[config.mk]
export PLATFORM = sky130hd
export DESIGN_NAME = memory_access_stage
export DESIGN_NICKNAME = d
export VERILOG_FILES = /design/src/rtl/riscv_pkg.sv /design/src/rtl/load_store_align.sv /design/src/rtl/memory_access_stage.sv
export SDC_FILE = /design/constraint.sdc
export NUM_CORES = 1
export LEC_CHECK = 0
export CAP_MARGIN = 25
export CORE_ASPECT_RATIO = 0.75
export CORE_MARGIN = 2
export CORE_UTILIZATION = 39
export DETAILED_ROUTE_END_ITERATION = 12
export GPL_TIMING_DRIVEN = 1
export HOLD_SLACK_MARGIN = 0.03
export PLACE_DENSITY = 0.8
export SETUP_SLACK_MARGIN = 0.05
export SYNTH_ARGS = -nofsm -noshare
export SYNTH_HDL_FRONTEND = slang
export SYNTH_SLANG_ARGS = --single-unit
[constraint.sdc]
create_clock -name clk -period 2.6 [get_ports clk]
set_input_delay 0.52 -clock clk [delete_from_list [all_inputs] [get_ports clk]]
set_output_delay 0.52 -clock clk [all_outputs]
set_load 0.1 [all_outputs]
[src/rtl/riscv_pkg.sv]
// riscv_pkg: shared load/store size codes and MEM-stage FSM states
// LS_* values are the funct3 encodings seen on LS_modeM.
// Bit 2 marks an unsigned (zero-extending) load.
// Bits 1:0 give the access size.
package riscv_pkg;
  localparam logic [2:0] LS_B  = 3'b000;
  localparam logic [2:0] LS_H  = 3'b001;
  localparam logic [2:0] LS_W  = 3'b010;
  localparam logic [2:0] LS_BU = 3'b100;
  localparam logic [2:0] LS_HU = 3'b101;
  typedef enum logic {IDLE, REQ} mem_state_t;
endpackage

[src/rtl/load_store_align.sv]
// load_store_align: combinational byte-lane steering for sub-word loads and stores
// addr       in  2   low address bits selecting the byte lane
// ls_mode    in  3   funct3 size/sign code
// wd         in  32  store data (rs2)
// rdata      in  32  word returned by the bus
// wstrb      out 4   byte enables for a store
// wdata      out 32  lane-replicated store data
// load       out 32  aligned, sign/zero-extended load result
// misaligned out 1   halfword on an odd address, or word not on a 4-byte boundary
module load_store_align import riscv_pkg::*; (
  input  logic [1:0]  addr,
  input  logic [2:0]  ls_mode,
  input  logic [31:0] wd,
  input  logic [31:0] rdata,
  output logic [3:0]  wstrb,
  output logic [31:0] wdata,
  output logic [31:0] load,
  output logic        misaligned
);
  logic is_b, is_h, uns;
  logic [31:0] sh;
  always_comb begin
    is_b = ls_mode == LS_B || ls_mode == LS_BU;
    is_h = ls_mode == LS_H || ls_mode == LS_HU;
    uns = ls_mode == LS_BU || ls_mode == LS_HU;
    sh = rdata >> {addr, 3'b000};
    misaligned = (is_h && addr[0]) || (ls_mode == LS_W && addr != 2'b00);
    wstrb = is_b ? 4'b0001 << addr : is_h ? 4'b0011 << addr : 4'b1111;
    wdata = is_b ? {4{wd[7:0]}} : is_h ? {2{wd[15:0]}} : wd;
    load = is_b ? {{24{!uns && sh[7]}}, sh[7:0]} : is_h ? {{16{!uns && sh[15]}}, sh[15:0]} : sh;
  end
endmodule

[src/rtl/memory_access_stage.sv]
// memory_access_stage: pipelined MEM stage driving a req/ready data bus and the MEM/WB register
// clk, rst                      clock; asynchronous active-low reset
// ALUResultM..LS_modeM          EX/MEM register contents
// mem_req/we/addr/wdata/wstrb   bus request, held from latched copies while in REQ
// mem_rdata, mem_ready          bus response, only honoured in REQ
// StallM                        combinational hold for the upstream pipeline
// *W                            MEM/WB register; FaultW pulses on misalignment or bus timeout
module memory_access_stage import riscv_pkg::*; #(
  parameter int DATA_WIDTH     = 32,
  parameter int TIMEOUT_CYCLES = 16
) (
  input  logic                  clk,
  input  logic                  rst,
  input  logic [DATA_WIDTH-1:0] ALUResultM,
  input  logic [DATA_WIDTH-1:0] WriteDataM,
  input  logic [DATA_WIDTH-1:0] PCPlus4M,
  input  logic                  MemWriteM,
  input  logic                  MemReadM,
  input  logic [4:0]            RdM,
  input  logic                  RegWriteM,
  input  logic [1:0]            ResultSrcM,
  input  logic [2:0]            LS_modeM,
  output logic                  mem_req,
  output logic                  mem_we,
  output logic [DATA_WIDTH-1:0] mem_addr,
  output logic [DATA_WIDTH-1:0] mem_wdata,
  output logic [3:0]            mem_wstrb,
  input  logic [DATA_WIDTH-1:0] mem_rdata,
  input  logic                  mem_ready,
  output logic                  StallM,
  output logic [DATA_WIDTH-1:0] ALUResultW,
  output logic [DATA_WIDTH-1:0] ReadDataW,
  output logic [DATA_WIDTH-1:0] PCPlus4W,
  output logic [4:0]            RdW,
  output logic                  RegWriteW,
  output logic [1:0]            ResultSrcW,
  output logic                  FaultW
);
  localparam int CW = $clog2(TIMEOUT_CYCLES + 1);
  mem_state_t state, state_n;
  logic [CW-1:0] cnt;
  logic access, mis, to, go, fault_n, bubble;
  logic [DATA_WIDTH-1:0] lat_addr;
  logic [2:0] lat_mode;
  logic [1:0] a_sel;
  logic [2:0] m_sel;
  logic [3:0] al_wstrb;
  logic [DATA_WIDTH-1:0] al_wdata, al_load;
  // In REQ the aligner works on the latched address/mode so the load result
  // matches the request that is actually on the bus.
  assign a_sel = state == REQ ? lat_addr[1:0] : ALUResultM[1:0];
  assign m_sel = state == REQ ? lat_mode : LS_modeM;
  load_store_align u_align (
    .addr(a_sel),
    .ls_mode(m_sel),
    .wd(WriteDataM),
    .rdata(mem_rdata),
    .wstrb(al_wstrb),
    .wdata(al_wdata),
    .load(al_load),
    .misaligned(mis)
  );
  assign access = MemReadM | MemWriteM;
  assign go = state == IDLE && access && !mis;
  assign to = state == REQ && cnt == CW'(TIMEOUT_CYCLES - 1) && !mem_ready;
  assign mem_addr = {lat_addr[DATA_WIDTH-1:2], 2'b00};
  always_ff @(posedge clk or negedge rst) begin
    if (!rst) begin
      state <= IDLE;
      cnt <= '0;
    end else begin
      state <= state_n;
      cnt <= (state == REQ && state_n == REQ) ? cnt + 1'b1 : '0;
    end
  end
  always_comb begin
    state_n = state == IDLE ? (go ? REQ : IDLE) : ((mem_ready || to) ? IDLE : REQ);
  end
  always_comb begin
    mem_req = state == REQ;
    StallM = access && !mis && !(state == REQ && (mem_ready || to));
    fault_n = (state == IDLE && access && mis) || to;
    bubble = StallM || fault_n;
  end
  always_ff @(posedge clk or negedge rst) begin
    if (!rst) begin
      lat_addr <= '0;
      lat_mode <= '0;
      mem_we <= 1'b0;
      mem_wdata <= '0;
      mem_wstrb <= '0;
    end else if (go) begin
      lat_addr <= ALUResultM;
      lat_mode <= LS_modeM;
      mem_we <= MemWriteM;
      mem_wdata <= al_wdata;
      mem_wstrb <= al_wstrb;
    end
  end
  always_ff @(posedge clk or negedge rst) begin
    if (!rst) begin
      ALUResultW <= '0;
      ReadDataW <= '0;
      PCPlus4W <= '0;
      RdW <= '0;
      RegWriteW <= 1'b0;
      ResultSrcW <= '0;
      FaultW <= 1'b0;
    end else begin
      ALUResultW <= bubble ? '0 : ALUResultM;
      ReadDataW <= (!bubble && state == REQ && !mem_we) ? al_load : '0;
      PCPlus4W <= bubble ? '0 : PCPlus4M;
      RdW <= bubble ? '0 : RdM;
      RegWriteW <= !bubble && RegWriteM && !MemWriteM;
      ResultSrcW <= bubble ? '0 : ResultSrcM;
      FaultW <= fault_n;
    end
  end
endmodule

==> results.json <==
{
  "yosysSeqAreaShare_pct": 59.1,
  "yosys_warnings": 0,
  "async_reset_ff_share_pct": 100,
  "syn_inst": 676,
  "dr.pass1.iters": 4,
  "wire_per_inst_um": 17.0,
  "grt_pass1_wl_mm": 34.0,
  "grt_overflow": 0,
  "critPathKind": "input pin to output pin",
  "port_buffers": 317,
  "drive_gt1_share_pct": 35.5,
  "numCtsBuffers": 17,
  "worstMarginPinSlew_ns": 0.606,
  "antenna_found_initial": 0,
  "slew_headroom_pct": 59.5,
  "grtUsageTotal_pct": 20.6,
  "crit_family": "simple AND/OR/NAND/NOR gates",
  "drc": 0,
  "cts_buffer_depth": 2,
  "status": "finished, final reports clean",
  "ys.flop_type": "dfrtp_1",
  "die_h_um": 126,
  "diodes": 0,
  "vias": 6139,
  "drv_slew": 0,
  "fin_crit_ns": 2.57,
  "path_cells": "clkdlybuf4s50_1 > or3b_2 > a21o_1 > and3_4 > buf_12",
  "clkLatencyLatePin_ns": 0.43,
  "initial_core_util_pct": 39.9,
  "post_synth.cell_area_avg_um2": 11.5,
  "max_cap_violations": 0,
  "rsz0062_at_grt": "yes",
  "final-setup-viol-count": 0,
  "hold_viol_final": 0,
  "synth_edf_count": 0,
  "cp.required_ns": 2.08,
  "arrival_ns": 2.05,
  "clock_skew_ns": 0.0134,
  "reg2regPathDepth": 12,
  "max_freq_mhz": 389,
  "area_growth_syn_to_layout_pct": 49.9,
  "worst-path-stages": 5,
  "die_w_um": 167,
  "rows": 44,
  "dp.final_hpwl_mm": 15.8,
  "grt_pass1_vias": 6319,
  "drtIter0Drc": 465,
  "h-tree-depth": 4,
  "slowest_stage": "clkdlybuf4s50_1",
  "drt_wl_total_mm": 21.5,
  "synth_cell_types": 49,
  "crit_buf_inv": 2,
  "clkSinkCount": 183,
  "nets": 1145,
  "place_congestion": 0.875,
  "synth-seq-cells": 183,
  "critPathLaunchType": "input pin",
  "hold_class": "input pin to asynchronous set/reset pin",
  "dp.cells": 1214,
  "io-pin-count": 320,
  "synth_area_um2": 7750,
  "grt_max_degree": 63,
  "root_buffer": "clkbuf_16",
  "core_um2": 19400,
  "via_per_inst": 4.87,
  "num-fill-cells": 1610,
  "layoutNonFillerInstCount": 1261,
  "dieArea_um2": 21000,
  "critPathMaxStageDelay_ns": 0.47,
  "holdBufCountCts": 0,
  "path_clk_slew_ns": 0.07,
  "cp_max_fo": 4,
  "cts_tree": "built",
  "critPathCaptureType": "output pin",
  "postRouteAntennaNets": 0,
  "fin_crit_sh_pct": 98.8
}
## sequential cells by signal, summed over array words and instances (netlist names)
signal	count
RdW	5
lat_mode	3
lat_addr	32
cnt	5
mem_req	1
FaultW	1
mem_wdata	32
mem_we	1
ResultSrcW	2
ALUResultW	32
RegWriteW	1
mem_wstrb	4
ReadDataW	32
PCPlus4W	32
## per-layer routing
| metal | part of all wire (%) | GRT usage [%] | vias to the layer above |
|---|---|---|---|
| li1 | - | - | 2870 |
| met1 | 44 | 27.5 | 2959 |
| met2 | 46 | 32.3 | 278 |
| met3 | 8.1 | 5.88 | 32 |
| met4 | 2.1 | 7.30 | 0 |
| met5 | 0 | 0 | - |
## metrics by stage
stage | hold WS [ns] | worst slack, ns | TNS (ns) | cell area (um2) | utilization [%]
2_1_floorplan | 0.224 | -0.145 | -15.48 | 8020 | -
3_3_place_gp | 0.449 | -0.125 | -9.21 | 10900 | 56.1
3_5_place_dp | 0.455 | -0.150 | -12.97 | 10900 | 56.1
4_1_cts | 0.0497 | 0.0149 | 0 | 11600 | 59.6
5_1_grt | 0.0662 | -0.0214 | -0.0214 | 11600 | 59.8
6_report | 0.0496 | 0.0325 | 0 | 11600 | 59.8
## cells in the mapped netlist, types with 2 or more instances
cell type | number | area share (%)
nor3_2 | 12 | 1.5
buf_6 | 6 | 0.87
a21oi_1 | 26 | 1.7
clkbuf_1 | 17 | 0.82
nand2_1 | 96 | 4.6
nor2b_1 | 2 | 0.16
ha_1 | 6 | 0.97
o32ai_1 | 2 | 0.23
and3_1 | 2 | 0.16
a211o_1 | 2 | 0.23
or3b_1 | 2 | 0.23
a311oi_1 | 7 | 0.79
or3b_2 | 2 | 0.23
a31oi_1 | 18 | 1.5
mux2i_1 | 12 | 1.5
and2_1 | 73 | 5.9
dfrtp_1 | 183 | 59
nand3b_1 | 4 | 0.39
mux2_2 | 41 | 6.0
mux2_1 | 12 | 1.7
o21ai_0 | 4 | 0.26
a221oi_1 | 7 | 0.79
inv_1 | 5 | 0.24
nand2b_1 | 4 | 0.32
a41oi_1 | 2 | 0.23
nor3_1 | 4 | 0.26
a21o_1 | 2 | 0.19
nor2_1 | 54 | 2.6
and3b_1 | 3 | 0.34
buf_4 | 32 | 3.1
buf_2 | 16 | 1.0
## cell usage in the layout, fill, tap and decap left out, drive strengths merged, types with 2 or more instances in the layout
| cell type | count |
|---|---|
| buf | 228 |
| dfrtp | 183 |
| clkdlybuf4s50 | 142 |
| nand2 | 96 |
| and2 | 74 |
| nor2 | 54 |
| mux2 | 53 |
| a21oi | 26 |
| clkbuf | 19 |
| a31oi | 18 |
| nor3 | 16 |
| mux2i | 13 |
| inv | 12 |
| a221oi | 7 |
| a311oi | 7 |
| ha | 6 |
| clkinv | 5 |
| o21ai | 5 |
| nand3b | 4 |
| nand2b | 4 |
| or3b | 4 |
| o32ai | 3 |
| and3b | 3 |
| a21o | 2 |
| a211o | 2 |
| and3 | 2 |
| nor2b | 2 |
| a41oi | 2 |
| conb | 2 |
| clkinvlp | 2 |
| a31o | 2 |
## what timing repair did
item | CTS | global route
setup endpoints to repair | 1 | 3
gates resized for setup | 9 | 4
pin swaps | 3 | 0
endpoints found under the hold margin | 0 | 0
setup buffers | 13 | 2
## worst paths after layout
path / slack [ns] / start / endpoint
max: 0.03 / LS_modeM[0] / StallM
min: 0.05 / rst / PCPlus4W[21]$_DFF_PN0_
max reg2reg: 0.19 / cnt[1]$_DFF_PN0_ / ReadDataW[17]$_DFF_PN0_
min reg2reg: 0.51 / lat_addr[7]$_DFFE_PN0P_ / lat_addr[7]$_DFFE_PN0P_
max in group asynchronous: 1.82 / rst / lat_addr[3]$_DFFE_PN0P_
min in group clk: 0.51 / lat_addr[7]$_DFFE_PN0P_ / lat_addr[7]$_DFFE_PN0P_
## logic make-up after synthesis
kind of cell | share of synthesized area (%)
and+or+nand+nor | 17.0
DFF | 59.1
AOI/OAI and AO/OA | 7.12
buffers and inverters | 6.12
muxes | 9.43
adders and majority gates | 0.968
xor gates and xnor gates | 0.226
other | 0.0484
## final cells by class
| type | count | area [um2] | area share [%] |
|---|---|---|---|
| tap | 253 | 317 | 2.72 |
| clock buffer | 19 | 443 | 3.81 |
| multi-input combinational | 417 | 2880 | 24.8 |
| clock inverter | 13 | 115 | 0.991 |
| sequential | 183 | 4580 | 39.5 |
| inverter | 6 | 22.5 | 0.194 |
| timing repair buffer | 370 | 3260 | 28.1 |
## worst register-to-register path, cell delays in order, from the launching register on
cell and delay [ns]:
dfrtp_1 0.36, ha_2 0.19, and3_4 0.19, ha_4 0.14, o21ai_2 0.05, o21a_1 0.12
buf_4 0.13, buf_4 0.12, buf_4 0.12, buf_4 0.12, a31o_1 0.23, a31o_4 0.34
nor3_2 0.22
Power is not shown: default switching activity piles up to over one toggle a cycle in this logic, so the estimate is an artifact.
